===== src/rtl/irq_ctrl_pkg.sv =====
// irq_ctrl_pkg: shared IO header for the interrupt controller.
//   - Register addresses of the memory-mapped interface.
//   - Bit locations inside the CTRL and VECTOR registers.
//   - Bus encodings for active-low enables and the rw direction.
// No ports; imported by irq_ctrl and irq_prio_enc.
package irq_ctrl_pkg;

  // Bus encodings shared with the other IO slaves (timer, UART, GPIO).
  localparam logic ENABLE_  = 1'b0;  // active-low strobe asserted
  localparam logic DISABLE_ = 1'b1;  // active-low strobe deasserted
  localparam logic READ     = 1'b1;
  localparam logic WRITE    = 1'b0;

  // Register map.
  localparam int IRQC_ADDR_STATUS = 0;
  localparam int IRQC_ADDR_MASK   = 1;
  localparam int IRQC_ADDR_VECTOR = 2;
  localparam int IRQC_ADDR_CTRL   = 3;

  // Field locations.
  localparam int IRQC_CTRL_GEN_LOC  = 0;
  localparam int IRQC_VEC_VALID_LOC = 31;
  localparam int IRQC_VEC_IDX_W     = 4;

endpackage


===== src/rtl/irq_prio_enc.sv =====
// irq_prio_enc: combinational priority encoder, lowest index wins.
// Parameters:
//   N      number of request bits (1..16)
// Ports:
//   req    in  N  request vector
//   valid  out 1  at least one request bit set
//   idx    out 4  index of the lowest set bit, 0 when valid=0
module irq_prio_enc
  import irq_ctrl_pkg::*;
#(
  parameter int N = 8
) (
  input  logic [N-1:0]                req,
  output logic                        valid,
  output logic [IRQC_VEC_IDX_W-1:0]   idx
);

  // Scan from the top down so the lowest set index is the last one written.
  always_comb begin
    valid = 1'b0;
    idx   = '0;
    for (int i = N - 1; i >= 0; i--) begin
      if (req[i]) begin
        valid = 1'b1;
        idx   = IRQC_VEC_IDX_W'(i);
      end
    end
  end

endmodule


===== src/rtl/irq_ctrl.sv =====
// irq_ctrl: memory-mapped interrupt controller.
// Latches rising edges of peripheral irq levels into pending bits, applies a
// per-source mask and a global enable, and drives a registered CPU request
// plus a priority-encoded vector (lowest index wins).
//
// Build option: define IRQ_CTRL_SYNC_EN to pass irq_in through a 2-flop
// synchroniser before edge detection (adds 2 cycles of latency).
//
// Registers: 0 STATUS (read pending, write-1-to-clear), 1 MASK (r/w),
//            2 VECTOR (read-only {valid@31, idx@3:0}), 3 CTRL (bit0 = gen).
//
// Ports:
//   clk, reset      clock and synchronous active-high reset
//   cs_, as_        chip select / address strobe, active-low
//   rw              1 = read, 0 = write
//   addr, wr_data   register select and write data
//   rd_data         registered read data, 0 outside the read response cycle
//   rdy_            active-low ready, one cycle after each access
//   irq_in          level requests, bit 0 is the timer
//   cpu_irq         registered request to the CPU
//   vec_valid       a pending, unmasked source exists
//   vec_idx         highest-priority pending, unmasked source
//
// Handshake: an access is any cycle sampled with cs_=0 and as_=0. The slave
// answers every access with rdy_=0 in the following cycle, with read data on
// rd_data in that same cycle; no wait states, back-to-back accesses each get
// their own rdy_ pulse.
module irq_ctrl
  import irq_ctrl_pkg::*;
#(
  parameter int IRQ_NUM = 8,
  parameter int DATA_W  = 32,
  parameter int ADDR_W  = 2
) (
  input  logic                      clk,
  input  logic                      reset,
  input  logic                      cs_,
  input  logic                      as_,
  input  logic                      rw,
  input  logic [ADDR_W-1:0]         addr,
  input  logic [DATA_W-1:0]         wr_data,
  output logic [DATA_W-1:0]         rd_data,
  output logic                      rdy_,
  input  logic [IRQ_NUM-1:0]        irq_in,
  output logic                      cpu_irq,
  output logic                      vec_valid,
  output logic [IRQC_VEC_IDX_W-1:0] vec_idx
);

  logic [IRQ_NUM-1:0]        src;
  logic [IRQ_NUM-1:0]        irq_d;
  logic [IRQ_NUM-1:0]        edge_bits;
  logic [IRQ_NUM-1:0]        pending;
  logic [IRQ_NUM-1:0]        mask;
  logic [IRQ_NUM-1:0]        w1c;
  logic                      gen;
  logic                      access;
  logic                      wr_status;
  logic                      wr_mask;
  logic                      wr_ctrl;
  logic [DATA_W-1:0]         rd_mux;
  logic                      enc_valid;
  logic [IRQC_VEC_IDX_W-1:0] enc_idx;
  logic                      unused_wr_data;

  // Only the low IRQ_NUM bits of write data carry register state.
  assign unused_wr_data = ^wr_data[DATA_W-1:IRQ_NUM];

`ifdef IRQ_CTRL_SYNC_EN
  logic [IRQ_NUM-1:0] sync_1;
  logic [IRQ_NUM-1:0] sync_2;

  always_ff @(posedge clk) begin
    if (reset) begin
      sync_1 <= '0;
      sync_2 <= '0;
    end else begin
      sync_1 <= irq_in;
      sync_2 <= sync_1;
    end
  end

  assign src = sync_2;
`else
  assign src = irq_in;
`endif

  // irq_d resets to 0, so a source still high after reset is a fresh edge.
  assign edge_bits = src & ~irq_d;

  assign access    = (cs_ == ENABLE_) && (as_ == ENABLE_);
  assign wr_status = access && (rw == WRITE) && (addr == ADDR_W'(IRQC_ADDR_STATUS));
  assign wr_mask   = access && (rw == WRITE) && (addr == ADDR_W'(IRQC_ADDR_MASK));
  assign wr_ctrl   = access && (rw == WRITE) && (addr == ADDR_W'(IRQC_ADDR_CTRL));
  assign w1c       = wr_status ? wr_data[IRQ_NUM-1:0] : '0;

  // Read mux; unused high bits and unmapped addresses read as 0.
  always_comb begin
    rd_mux = '0;
    if (addr == ADDR_W'(IRQC_ADDR_STATUS)) begin
      rd_mux[IRQ_NUM-1:0] = pending;
    end else if (addr == ADDR_W'(IRQC_ADDR_MASK)) begin
      rd_mux[IRQ_NUM-1:0] = mask;
    end else if (addr == ADDR_W'(IRQC_ADDR_VECTOR)) begin
      rd_mux[IRQC_VEC_VALID_LOC]    = vec_valid;
      rd_mux[IRQC_VEC_IDX_W-1:0]    = vec_idx;
    end else if (addr == ADDR_W'(IRQC_ADDR_CTRL)) begin
      rd_mux[IRQC_CTRL_GEN_LOC]     = gen;
    end
  end

  irq_prio_enc #(
    .N     (IRQ_NUM)
  ) u_prio_enc (
    .req   (pending & mask),
    .valid (enc_valid),
    .idx   (enc_idx)
  );

  always_ff @(posedge clk) begin
    if (reset) begin
      rd_data   <= '0;
      rdy_      <= DISABLE_;
      irq_d     <= '0;
      pending   <= '0;
      mask      <= '0;
      gen       <= 1'b0;
      cpu_irq   <= 1'b0;
      vec_valid <= 1'b0;
      vec_idx   <= '0;
    end else begin
      rdy_    <= access ? ENABLE_ : DISABLE_;
      rd_data <= (access && (rw == READ)) ? rd_mux : '0;
      irq_d   <= src;
      // Clear first, then OR in new edges: a same-cycle set wins over W1C.
      pending <= (pending & ~w1c) | edge_bits;
      if (wr_mask) begin
        mask <= wr_data[IRQ_NUM-1:0];
      end
      if (wr_ctrl) begin
        gen <= wr_data[IRQC_CTRL_GEN_LOC];
      end
      // Built from registered pending/mask, so an edge latched at k shows
      // on cpu_irq after k+1.
      cpu_irq   <= gen & (|(pending & mask));
      vec_valid <= enc_valid;
      vec_idx   <= enc_idx;
    end
  end

endmodule


===== config.mk =====
export PLATFORM = sky130hd
export DESIGN_NAME = irq_ctrl
export DESIGN_NICKNAME = d
export VERILOG_FILES = /design/src/rtl/irq_ctrl_pkg.sv /design/src/rtl/irq_prio_enc.sv /design/src/rtl/irq_ctrl.sv
export SDC_FILE = /design/constraint.sdc
export NUM_CORES = 1
export LEC_CHECK = 0
export CAP_MARGIN = 20
export CELL_PAD_IN_SITES_DETAIL_PLACEMENT = 1
export CELL_PAD_IN_SITES_GLOBAL_PLACEMENT = 1
export CORE_ASPECT_RATIO = 1.75
export CORE_MARGIN = 2
export CORE_UTILIZATION = 25
export CTS_CLUSTER_DIAMETER = 40
export DETAILED_ROUTE_END_ITERATION = 10
export PLACE_DENSITY_LB_ADDON = 0.2
export SYNTH_ARGS = -nofsm -noshare
export SYNTH_HDL_FRONTEND = slang
export SYNTH_SLANG_ARGS = --single-unit

===== constraint.sdc =====
create_clock -name clk -period 2.6 [get_ports clk]
set_input_delay 0.65 -clock clk [delete_from_list [all_inputs] [get_ports clk]]
set_output_delay 0.65 -clock clk [all_outputs]
set_load 0.005 [all_outputs]

==> impl_metrics.ini <==
[placed_design]
io_buffers = 37
dp_cells = 309
gp_congestion = 0.708
hpwl_um = 2800
place_ws_ns = 0.329

[sta]
fin_crit_ns = 1.95
fin_crit_sh_pct = 75.0
grt_setup_unrepaired = no
skew_ns = 0.00376
fin_ws_ns = 0.651
slew_violations = 0
hold_violations = 0
setup_viol = 0
max_freq_mhz = 513
setup_tns_ns = 0

[power_and_ir_drop]
ir_drop_uv = 283
static-leakage-power_nw = 0.850
powerDensity_nw_per_um2 = 614
p_total_mw = 1.37

[yosys]
synth_area_leader_cell = dfxtp_1
ys_seq_area_share_pct = 47.0
synth.area.top_cells = dfxtp_1 47%, buf_4 11%, nor2b_1 6.2%
syn_avg_cell_area_um2 = 8.83
async_flop_share_pct = 0
synth_top_cell_area_share_pct = 47.0
synth_area_um2 = 1700
ys_types = 26
synth_edf_count = 0
syn_inst = 193
yosysWarningCount = 0
synth_common_cells = 40 x dfxtp_1, 27 x nand2_1, 25 x buf_4, 21 x nor2_1, 20 x a21oi_1
ys_seq_elements = 40
yosysMostFrequentCell = dfxtp_1
ys.flop_type = dfxtp_1

[floorplanning]
die-area_um2 = 7520
rows = 39
ioPinCount = 86
die_w_um = 66.4
core_area_um2 = 6590
start_util_pct = 25.9
die_h_um = 113

[grt]
busiest_layer = met2
grt_usage_pct = 10.8
grt_pass1_wl_um = 6130
antenna_found_initial = 0
met1_usage_pct = 10.6
grt_max_degree = 29
grt_pass1_vias = 1343
use_met2_pct = 19.5
gr-usage-met3_pct = 3.28
grt_overflow = 0

[setup_path]
path_max_fanout = 8
critPathLaunchType = primary input
startpoint = rw
end_kind = register
cp_data_required_time_ns = 2.81
arrival_ns = 2.16
reg2reg_from = pending[3]
path_class = in2reg

[cts]
cts_max_path_buffers = 2
cts_hold_buffers = 0
cts_resized = 0
path_clk_slew_ns = 0.06
cts_setup_buffers = 0
insertion_delay_ns = 0.28
cts_root_buffer = clkbuf_16
cts_tree = built
cts.sinks = 40
cts_buffers = 5
htree_levels = 2

[layout]
antenna_cells = 0
drive_gt1_share_pct = 5.53
fin_cells = 317
nFillCells = 802
final_nets = 281
syn2layout_area_growth_pct = 31.2

[job]
cap_viol_max_count = 0

[drt]
vias = 1327
routed_wl_um = 3600
antenna_left = 0
dr.pass1.iters = 3
routed_via_density = 4.19
drt_iter0_drc = 14
routedWlPerCell_um = 11.4
drc = 0

[min_path]
hp-class = reg2reg
holdCritStartpoint = vec_valid

[outcome]
status = finished clean
==> critical path, cell delays in order <==
cell and delay, ns:
clkdlybuf4s50_1 0.49, nor4_4 0.42, and2_1 0.37, nand2_1 0.10
a21oi_1 0.13
==> state kept, by name, summed over array words and instances (netlist names) <==
signal	flops
cpu_irq	1
gen	1
irq_d	8
mask	8
pending	8
rd_data	9
rdy_	1
vec_idx	3
vec_valid	1
==> routing by layer <==
| metal | vias to the layer above | share of wire (%) |
|---|---|---|
| li1 | 673 | - |
| met1 | 600 | 38 |
| met2 | 46 | 54 |
| met3 | 8 | 5.9 |
| met4 | 0 | 2.7 |
| met5 | - | 0 |
==> cells in the final DEF, fill, tap and decap left out <==
cell type        netlist  routed
dfxtp_1               40      40
clkdlybuf4s50_1        0      37
nand2_1               27      27
conb_1                 1      24
nor2_1                21      21
a21oi_1               20      20
nor2b_1               17      17
mux2i_1                8       8
nand3b_1               8       8
clkbuf_16              0       5
buf_4                 25       5
nor3_1                 2       2
a22oi_1                2       2
and2_1                 2       2
and3_1                 2       2
nand3_1                2       2
clkbuf_1               5       2
or2_1                  1       1
inv_1                  1       1
a22o_1                 1       1
a221oi_1               1       1
nor3b_1                1       1
a32o_1                 1       1
o21ai_0                1       1
a211oi_1               1       1
nor4_4                 1       1
mux4_2                 1       1
clkbuf_8               0       1
==> layout make-up <==
cell class	count	area (um^2)	share of cell area (%)
clock buffer	8	146	6.55
timing repair buffer	42	408	18.2
tap	82	103	4.59
multi-input combinational	144	774	34.6
sequential	40	801	35.8
inverter	1	3.75	0.168
==> cells by family after synthesis <==
kind of cell / count (synthesis) / synth area share [%]
and+or+nand+nor: 84 / 25.0
DFF: 40 / 47.0
AOI/OAI and AO/OA: 27 / 9.10
buffers and inverters: 32 / 12.6
muxes: 9 / 6.02
other: 1 / 0.220
==> where the power goes <==
group / internal (mW) / switching, mW
Combinational: 0.0620 / 0.0535
Clock: 0.382 / 0.227
Sequential: 0.633 / 0.0146
Total: 1.08 / 0.295
==> stage by stage <==
stage	cell area (um^2)	hold WS (ns)	util [%]
floorplan	1790	0.426	-
detailed placement	2090	0.428	31.7
finish	2240	0.455	33.9
global route	2240	0.469	33.9
CTS	2240	0.462	33.9
global placement	2090	0.422	31.7
==> final timing paths <==
path	end	slack, ns	depth (start not counted)
max	mask[3]	0.65	5
min	rd_data[31]	0.46	2
max reg2reg	cpu_irq	1.38	4
min reg2reg	rd_data[31]	0.46	2
Note: power is estimated with default switching activity, not from simulation.
